===== src/rtl/cordic_pkg.sv =====
// Shared definitions for the CORDIC quadrant fix-up block: quadrant codes,
// default sample width and the saturating negation helper.
package cordic_pkg;

    localparam int DEFAULT_WIDTH = 16;

    // sat_neg works on a wide container so one function serves every WIDTH
    // up to SAT_MAX_W; callers sign-extend into it and truncate the result.
    localparam int SAT_MAX_W = 64;

    typedef enum logic [1:0] {
        Q0 = 2'd0,
        Q1 = 2'd1,
        Q2 = 2'd2,
        Q3 = 2'd3
    } quad_t;

    // Negate a w-bit two's-complement value held sign-extended in x.
    // Returns {overflow, result}; -2^(w-1) clamps to 2^(w-1)-1.
    function automatic logic [SAT_MAX_W:0] sat_neg(
        input logic signed [SAT_MAX_W-1:0] x,
        input int unsigned                 w
    );
        logic signed [SAT_MAX_W-1:0] max_v;
        logic signed [SAT_MAX_W-1:0] min_v;
        logic                        ovf;
        max_v = (SAT_MAX_W'(1) << (w - 1)) - SAT_MAX_W'(1);
        min_v = ~max_v;
        ovf   = (x == min_v);
        return {ovf, (ovf ? max_v : -x)};
    endfunction

endpackage


===== src/rtl/cordic_quadrant_fixup_if.sv =====
// Streaming interface of the quadrant fix-up block: input sample channel,
// output sample channel and the saturation statistics sideband.
interface cordic_quadrant_fixup_if
    import cordic_pkg::*;
#(
    parameter int WIDTH  = DEFAULT_WIDTH,
    parameter int FLIP_W = 3,
    parameter int TAG_W  = 4,
    parameter int CNT_W  = 16
) ();

    logic              in_valid;
    logic              in_ready;
    logic [FLIP_W-1:0] flip;
    logic [WIDTH-1:0]  cos_in;
    logic [WIDTH-1:0]  sin_in;
    logic [TAG_W-1:0]  tag_in;

    logic              out_valid;
    logic              out_ready;
    logic [WIDTH-1:0]  cos_out;
    logic [WIDTH-1:0]  sin_out;
    logic [TAG_W-1:0]  tag_out;
    logic              sat_flag;

    logic [CNT_W-1:0]  sat_count;
    logic              sat_clear;

    modport slave (
        input  in_valid, flip, cos_in, sin_in, tag_in, out_ready, sat_clear,
        output in_ready, out_valid, cos_out, sin_out, tag_out, sat_flag, sat_count
    );

    modport master (
        output in_valid, flip, cos_in, sin_in, tag_in, out_ready, sat_clear,
        input  in_ready, out_valid, cos_out, sin_out, tag_out, sat_flag, sat_count
    );

endinterface


===== src/rtl/cordic_pipe_stage.sv =====
// Generic valid/ready register slice. Accepts when empty or when the held
// word leaves in the same cycle, so a chain of slices runs at full rate.
module cordic_pipe_stage #(
    parameter int N = 8
) (
    input  logic         clk,
    input  logic         rst,
    input  logic         in_valid,
    output logic         in_ready,
    input  logic [N-1:0] in_data,
    output logic         out_valid,
    input  logic         out_ready,
    output logic [N-1:0] out_data
);

    assign in_ready = !out_valid || out_ready;

    // Load a new word whenever the slot is free; data only moves on a real transfer.
    always_ff @(posedge clk) begin
        if (rst) begin
            out_valid <= 1'b0;
            out_data  <= '0;
        end else if (in_ready) begin
            out_valid <= in_valid;
            if (in_valid) begin
                out_data <= in_data;
            end
        end
    end

endmodule


===== src/rtl/cordic_quadrant_fixup.sv =====
// Maps the raw CORDIC cos/sin pair back to the original angle by rotating
// through k quarter turns. S1 captures the raw sample, S2 holds the mapped
// result; saturation events on negation are flagged and counted.
module cordic_quadrant_fixup
    import cordic_pkg::*;
#(
    parameter int WIDTH  = DEFAULT_WIDTH,
    parameter int FLIP_W = 3,
    parameter int TAG_W  = 4,
    parameter int CNT_W  = 16
) (
    input  logic                  clk,
    input  logic                  rst,
    cordic_quadrant_fixup_if.slave bus
);

    localparam int S1_W = 2 + 2 * WIDTH + TAG_W;
    localparam int S2_W = 1 + 2 * WIDTH + TAG_W;

    logic                    s1_valid;
    logic                    s1_adv;
    logic                    s2_valid;
    logic [S1_W-1:0]         s1_din;
    logic [S1_W-1:0]         s1_q;
    logic [S2_W-1:0]         s2_din;
    logic [S2_W-1:0]         s2_q;

    quad_t                   q;
    logic signed [WIDTH-1:0] c_raw;
    logic signed [WIDTH-1:0] s_raw;
    logic [TAG_W-1:0]        tag_s1;
    logic [SAT_MAX_W:0]      neg_c;
    logic [SAT_MAX_W:0]      neg_s;
    logic signed [WIDTH-1:0] cos_map;
    logic signed [WIDTH-1:0] sin_map;
    logic [1:0]              n_events;
    logic [CNT_W:0]          cnt_sum;
    logic [CNT_W-1:0]        sat_count_r;
    logic                    unused_bits;

    // Only k mod 4 matters, so S1 keeps just the two low bits of flip.
    assign s1_din = {bus.flip[1:0], bus.cos_in, bus.sin_in, bus.tag_in};

    cordic_pipe_stage #(.N(S1_W)) u_s1 (
        .clk       (clk),
        .rst       (rst),
        .in_valid  (bus.in_valid),
        .in_ready  (bus.in_ready),
        .in_data   (s1_din),
        .out_valid (s1_valid),
        .out_ready (s1_adv),
        .out_data  (s1_q)
    );

    assign q      = quad_t'(s1_q[S1_W-1 -: 2]);
    assign c_raw  = s1_q[TAG_W + WIDTH +: WIDTH];
    assign s_raw  = s1_q[TAG_W +: WIDTH];
    assign tag_s1 = s1_q[TAG_W-1:0];

    // Quarter-turn rotation with saturating negation and per-sample event count.
    always_comb begin
        neg_c    = sat_neg(SAT_MAX_W'(c_raw), WIDTH);
        neg_s    = sat_neg(SAT_MAX_W'(s_raw), WIDTH);
        cos_map  = c_raw;
        sin_map  = s_raw;
        n_events = 2'd0;
        case (q)
            Q0: begin
                cos_map  = c_raw;
                sin_map  = s_raw;
                n_events = 2'd0;
            end
            Q1: begin
                cos_map  = neg_s[WIDTH-1:0];
                sin_map  = c_raw;
                n_events = {1'b0, neg_s[SAT_MAX_W]};
            end
            Q2: begin
                cos_map  = neg_c[WIDTH-1:0];
                sin_map  = neg_s[WIDTH-1:0];
                n_events = {1'b0, neg_c[SAT_MAX_W]} + {1'b0, neg_s[SAT_MAX_W]};
            end
            Q3: begin
                cos_map  = s_raw;
                sin_map  = neg_c[WIDTH-1:0];
                n_events = {1'b0, neg_c[SAT_MAX_W]};
            end
            default: begin
                cos_map  = c_raw;
                sin_map  = s_raw;
                n_events = 2'd0;
            end
        endcase
    end

    assign s2_din = {(n_events != 2'd0), tag_s1, cos_map, sin_map};

    cordic_pipe_stage #(.N(S2_W)) u_s2 (
        .clk       (clk),
        .rst       (rst),
        .in_valid  (s1_valid),
        .in_ready  (s1_adv),
        .in_data   (s2_din),
        .out_valid (s2_valid),
        .out_ready (bus.out_ready),
        .out_data  (s2_q)
    );

    assign bus.out_valid = s2_valid;
    assign {bus.sat_flag, bus.tag_out, bus.cos_out, bus.sin_out} = s2_q;

    assign cnt_sum = {1'b0, sat_count_r} + (CNT_W + 1)'(n_events);

    // Events are counted as the sample enters S2; clear beats a same-cycle increment.
    always_ff @(posedge clk) begin
        if (rst) begin
            sat_count_r <= '0;
        end else if (bus.sat_clear) begin
            sat_count_r <= '0;
        end else if (s1_valid && s1_adv) begin
            sat_count_r <= cnt_sum[CNT_W] ? {CNT_W{1'b1}} : cnt_sum[CNT_W-1:0];
        end
    end

    assign bus.sat_count = sat_count_r;

    // Upper bits of the wide negation results and of flip carry no information.
    assign unused_bits = ^{neg_c[SAT_MAX_W-1:WIDTH], neg_s[SAT_MAX_W-1:WIDTH], bus.flip};

endmodule


===== src/flat_wrapper.sv =====
// flat-port wrapper written by rule: the top's interface ports become plain ports
module cordic_quadrant_fixup_flat import cordic_pkg::*;
#(
    parameter int WIDTH  = DEFAULT_WIDTH,
    parameter int FLIP_W = 3,
    parameter int TAG_W  = 4,
    parameter int CNT_W  = 16
)
  (clk, rst, bus_in_valid, bus_flip, bus_cos_in, bus_sin_in, bus_tag_in, bus_out_ready, bus_sat_clear, bus_in_ready, bus_out_valid, bus_cos_out, bus_sin_out, bus_tag_out, bus_sat_flag, bus_sat_count);
  cordic_quadrant_fixup_if #(.WIDTH(WIDTH), .FLIP_W(FLIP_W), .TAG_W(TAG_W), .CNT_W(CNT_W)) bus_i ();
  input  logic clk;
  input  logic rst;
  input wire logic [$bits(bus_i.in_valid)-1:0] bus_in_valid;
  input wire logic [$bits(bus_i.flip)-1:0] bus_flip;
  input wire logic [$bits(bus_i.cos_in)-1:0] bus_cos_in;
  input wire logic [$bits(bus_i.sin_in)-1:0] bus_sin_in;
  input wire logic [$bits(bus_i.tag_in)-1:0] bus_tag_in;
  input wire logic [$bits(bus_i.out_ready)-1:0] bus_out_ready;
  input wire logic [$bits(bus_i.sat_clear)-1:0] bus_sat_clear;
  output wire logic [$bits(bus_i.in_ready)-1:0] bus_in_ready;
  output wire logic [$bits(bus_i.out_valid)-1:0] bus_out_valid;
  output wire logic [$bits(bus_i.cos_out)-1:0] bus_cos_out;
  output wire logic [$bits(bus_i.sin_out)-1:0] bus_sin_out;
  output wire logic [$bits(bus_i.tag_out)-1:0] bus_tag_out;
  output wire logic [$bits(bus_i.sat_flag)-1:0] bus_sat_flag;
  output wire logic [$bits(bus_i.sat_count)-1:0] bus_sat_count;
  assign bus_i.in_valid = bus_in_valid;
  assign bus_i.flip = bus_flip;
  assign bus_i.cos_in = bus_cos_in;
  assign bus_i.sin_in = bus_sin_in;
  assign bus_i.tag_in = bus_tag_in;
  assign bus_i.out_ready = bus_out_ready;
  assign bus_i.sat_clear = bus_sat_clear;
  assign bus_in_ready = bus_i.in_ready;
  assign bus_out_valid = bus_i.out_valid;
  assign bus_cos_out = bus_i.cos_out;
  assign bus_sin_out = bus_i.sin_out;
  assign bus_tag_out = bus_i.tag_out;
  assign bus_sat_flag = bus_i.sat_flag;
  assign bus_sat_count = bus_i.sat_count;
  cordic_quadrant_fixup #(.WIDTH(WIDTH), .FLIP_W(FLIP_W), .TAG_W(TAG_W), .CNT_W(CNT_W)) u_core (.clk(clk), .rst(rst), .bus(bus_i));
endmodule

===== config.mk =====
export PLATFORM = sky130hd
export DESIGN_NAME = cordic_quadrant_fixup_flat
export DESIGN_NICKNAME = d
export VERILOG_FILES = /design/src/rtl/cordic_pkg.sv /design/src/rtl/cordic_quadrant_fixup_if.sv /design/src/rtl/cordic_pipe_stage.sv /design/src/rtl/cordic_quadrant_fixup.sv /design/src/flat_wrapper.sv
export SDC_FILE = /design/constraint.sdc
export NUM_CORES = 1
export LEC_CHECK = 0
export ABC_AREA = 1
export CAP_MARGIN = 20
export CORE_MARGIN = 1.5
export CORE_UTILIZATION = 55
export CTS_CLUSTER_SIZE = 8
export DETAILED_ROUTE_END_ITERATION = 16
export PLACE_DENSITY = 0.83
export SLEW_MARGIN = 30
export SYNTH_ARGS = -nofsm -noshare
export SYNTH_HDL_FRONTEND = slang
export SYNTH_SLANG_ARGS = --single-unit
export TNS_END_PERCENT = 20

===== constraint.sdc =====
create_clock -name clk -period 7.6 [get_ports clk]
set_input_delay 1.52 -clock clk [delete_from_list [all_inputs] [get_ports clk]]
set_output_delay 1.52 -clock clk [all_outputs]
set_load 0.03 [all_outputs]

; ---- Word level (Yosys, flattened, before mapping)
; Cells that the tools add are included.
[totals]
regBits = 93
in_bits = 44
output_inout_bits = 55
wordCells = 30
[op_classes]
addsub = 4
eq_ne = 5
n_mux = 6
n_reduce_logical = 10
[ops]
columns = cell, n
row1 = $pmux W16 S4, 2
row2 = $mux W16, 3
row3 = $eq A16 B16 Y1 const B, 2
row4 = $neg A16 Y16, 2
row5 = $add A16 B2 Y17, 1
row6 = $pmux W2 S4, 1
row7 = $eq A2 B2 Y1 const B, 2
row8 = $reduce_and A2 Y1, 2
row9 = $add A1 B1 Y2, 1
row10 = $eq A2 B1 Y1 const B, 1
row11 = $logic_not A1 Y1, 2
row12 = $logic_not A2 Y1, 1
row13 = $logic_or A1 B1 Y1, 2
row14 = $reduce_bool A2 Y1, 1
row15 = $reduce_or A2 Y1, 1
row16 = $logic_and A1 B1 Y1, 1

; ---- Depth between registers and ports, before layout
[logic_depth]
ltp_word = 5
depth_mapped = 19
mapped_depth_nobuf = 19

; ---- Modules after synthesis
; Synthesis repeated with hierarchy kept, for this count alone.
[hier_totals]
cells_unflattened = 1013
area_unflattened_um2 = 6566.3
[by_module_without_submodules]
columns = mod, instances, cells_per_inst, area_per_inst_um2, seq_area_each_um2
row1 = cordic_quadrant_fixup, 1, 511, 2793.9, 320.3
row2 = cordic_pipe_stage at u_core.u_s1, 1, 255, 1910.6, 780.7
row3 = cordic_pipe_stage at u_core.u_s2, 1, 247, 1861.8, 760.7

; ---- Least setup slack after synthesis
; No wires, ideal clock.
[synth_timing]
kind = in2out
startpoint = in bus_out_ready
endpoint = out bus_in_ready
t_arrival_ns = 1.833
required_time_ns = 6.080
path_slack_ns = 4.247
stages = 2
path_buffers = 0
path_cell_list = inv_2 nand3_1
[synth_between]
elab_chain_cells = 2
[synth_rtl]
columns = item, line_no
row1 = from (decl), flat_wrapper.sv:18  ; input wire logic [$bits(bus_i.out_ready)-1:0] bus_out_ready;
row2 = $logic_or A1 B1 Y1 (2 in series), cordic_pipe_stage.sv:16  ; assign in_ready = !out_valid || out_ready;
row3 = to (decl), flat_wrapper.sv:20  ; output wire logic [$bits(bus_i.in_ready)-1:0] bus_in_ready;
; Every way passes these cells.

; ---- Worst setup path in the final report
; Same ends and word-level chain as after synthesis.

==> results.yml <==
outcome:
  status: "complete, no violations"
sta:
  fmax_mhz: 227
  drv_slew: 0
  clock_skew_ps: 9.32
  hold_viol_final: 0
  fin_tns_setup_ps: 0
  setup-violations-final: 0
  tightest_slew_ps: 852
  fin_ws_ps: 3200
  finalCritPeriodShare_pct: 58.0
  fin_crit_ps: 4400
  slew_headroom_pct: 43.2
  rsz0062_at_grt: "no"
synth:
  synth.area.top_cells: "dfxtp_1 34%, nand2_1 15%, a21oi_1 10%"
  synth-edff-count: 0
  synth-compound-area-share_pct: 20.3
  synth-seq-area-share_pct: 34.3
  yosysMostFrequentCell: "nand2_1"
  syn_area_per_cell_sq_um: 6.58
  synth_top_area_share_pct: 34.3
  synthAdderAreaFrac_pct: 1.52
  yosys_warnings: 0
  yosys.cell_types.count: 37
  synth-simple-area-share_pct: 33.8
  synth_top_cell_by_area: "dfxtp_1"
  synth_ff_type: "dfxtp_1"
  synthMuxAreaShare_pct: 0
  synthTopCellsByCount: "215 x nand2_1, 109 x a21oi_1, 93 x dfxtp_1"
  synth-seq-cells: 93
  ys_async_sr_fraction_pct: 0
  syn_inst: 826
  synth_area_sq_um: 5430
  synth_top_family_by_area: "simple AND/OR/NAND/NOR gates"
  synth_fp_nets: 876
  synthXorXnorAreaFrac_pct: 1.93
placement:
  dpl.hpwl_microns: 12200
  post-place-ws_ps: 3190
  place_area_sq_um: 6420
  io_buffers: 97
  routabilityCongestion: 0.957
clock_tree:
  cts_sinks: 93
  postCtsHoldBufs: 0
  cts-root-buf: "clkbuf_8"
  path_clk_slew_ps: 100
  numCtsBuffers: 9
  clk_latency_ps: 380
  cts_resized: 0
  clockBufferDepth: 2
  cts_tree: "yes"
  postCtsSetupBuffers: 0
  h-tree-depth: 3
global_route:
  grt_first_pass_wirelength_microns: 26500
  antenna_found_initial: 0
  grt_use_total_pct: 32.9
  grt_pass1_vias: 5301
  grt_max_degree: 78
  overflow: 0
floorplan:
  coreArea_sq_um: 9680
  dieArea_sq_um: 10500
  initial_core_util_pct: 56.1
  io_pins: 99
  die_h_microns: 102
  die_w_microns: 102
  rows: 36
worst_setup_path:
  critPathBufInv: 3
  cp.arrival_ps: 2880
  critical_path.endpoint_type: "output port"
  crit_fanout: 3
  critPathRequiredTime_ps: 6080
  cpMostUsedCell: "clkdlybuf4s50_1"
  crit_cells: 4
  critPathKind: "primary input to output port"
  cp-start-kind: "primary input"
  ff2ff_path_depth: 15
  path_cells: "clkdlybuf4s50_1 > inv_2 > nand3_1 > clkdlybuf4s50_1"
  critPathSlowestCell: "clkdlybuf4s50_1"
  slowest_delay_ps: 710
  cp_top_family: "buffers and inverters"
power:
  vdd_drop_max_mv: 0.123
  p_per_area_nw_per_um2: 181
  power.leakage_nw: 2.64
cells_and_area:
  drive_gt1_share_pct: 9.19
  antenna_cells: 0
  nNetsFinal: 948
  area.growth.synth_to_final_pct: 22.0
  finish.instance_area_sq_um: 6630
  num-fill-cells: 874
  post-route-util_pct: 68.4
detailed_routing:
  viasPerCell: 5.58
  wire_per_inst_microns: 16.2
  via_count: 5777
  ant_nets: 0
  drtIter0Drc: 411
  routed_wl_microns: 16800
  drc: 0
  firstDrtPassIters: 5
hold_path:
  holdPathStages: 2
  hold_class: "flop to flop"
flow_run:
  cap_violations: 0
-- report_power, final --
group | total (mW) | switching [mW] | leakage [nW] | internal, mW
clock network | 0.355 | 0.198 | 0.0984 | 0.157
logic | 0.302 | 0.196 | 1.78 | 0.107
registers | 0.541 | 0.0262 | 0.764 | 0.515
total | 1.20 | 0.420 | 2.64 | 0.779
-- sequential cells by signal, summed over array words and instances, names as in the netlist --
name                   cells
u_core.bus.sat_count      16
u_core.u_s2.out_data      37
u_core.u_s1.out_valid      1
u_core.u_s1.out_data      38
u_core.u_s2.out_valid      1
-- per-stage QoR --
stage	instances	hold slack, ps	power, mW
2_1_floorplan	826	450	0.744
3_3_place_gp	1020	452	0.844
3_5_place_dp	1020	456	0.849
4_1_cts	1036	471	1.20
5_1_grt	1036	490	1.26
6_report	1036	467	1.20
-- placed cells by master, fill, tap and decap left out, types with 3 or more instances in the layout --
cell type	n
o21ai_1	3
nor2_1	56
xor2_1	9
inv_2	14
nand3_1	63
clkbuf_8	9
xnor2_1	3
dfxtp_1	93
nand3_2	12
a21oi_1	109
inv_1	51
nand4_1	15
clkinv_1	3
clkdlybuf4s50_1	97
a21oi_2	6
buf_4	5
nor2_4	6
nor2_2	11
ha_1	5
nand2_1	214
o21ai_0	87
nand2_2	6
-- tightest hold or removal path: stages (launching register included) --
cell and delay [ps]:
dfxtp_1 320, nand2_1 60, a21oi_1 50
-- cell families (layout without fill, tap and decap cells) --
| family | after synthesis | in the layout |
|---|---|---|
| adders and majority gates | 6 | 6 |
| AOI/OAI and AO/OA | 212 | 212 |
| DFF | 93 | 93 |
| buffers and inverters | 109 | 186 |
| xor gates and xnor gates | 12 | 12 |
| and+or+nand+nor | 394 | 394 |
-- cell type report --
cell class | instances | area [sq um] | share of cell area (%)
Clock inverter | 7 | 82.6 | 1.25
Timing Repair Buffer | 102 | 1010 | 15.2
Tap cell | 133 | 166 | 2.51
Inverter | 68 | 255 | 3.85
Sequential cell | 93 | 1860 | 28.1
Clock buffer | 9 | 124 | 1.87
Multi-Input combinational cell | 624 | 3130 | 47.2
-- worst paths after layout --
| kind | start | end | slack [ps] |
|---|---|---|---|
| hold / removal | u_core.u_s2.out_data[8] | u_core.u_s2.out_data[8] | 470 |
| hold reg to reg | u_core.u_s2.out_data[8] | u_core.u_s2.out_data[8] | 470 |
| setup / recovery | bus_out_ready | bus_in_ready | 3200 |
| setup reg to reg | u_core.u_s1.out_data[37] | u_core.bus.sat_count[13] | 3750 |
-- layer usage --
metal / part of all wire [%] / vias up / global-route usage, %
met5: 0 / - / 0
met4: 2.7 / 0 / 14.0
met3: 6.7 / 31 / 5.13
met2: 46 / 247 / 53.3
met1: 45 / 2624 / 43.7
li1: - / 2875 / -
Note: power is estimated with default switching activity, not from simulation.
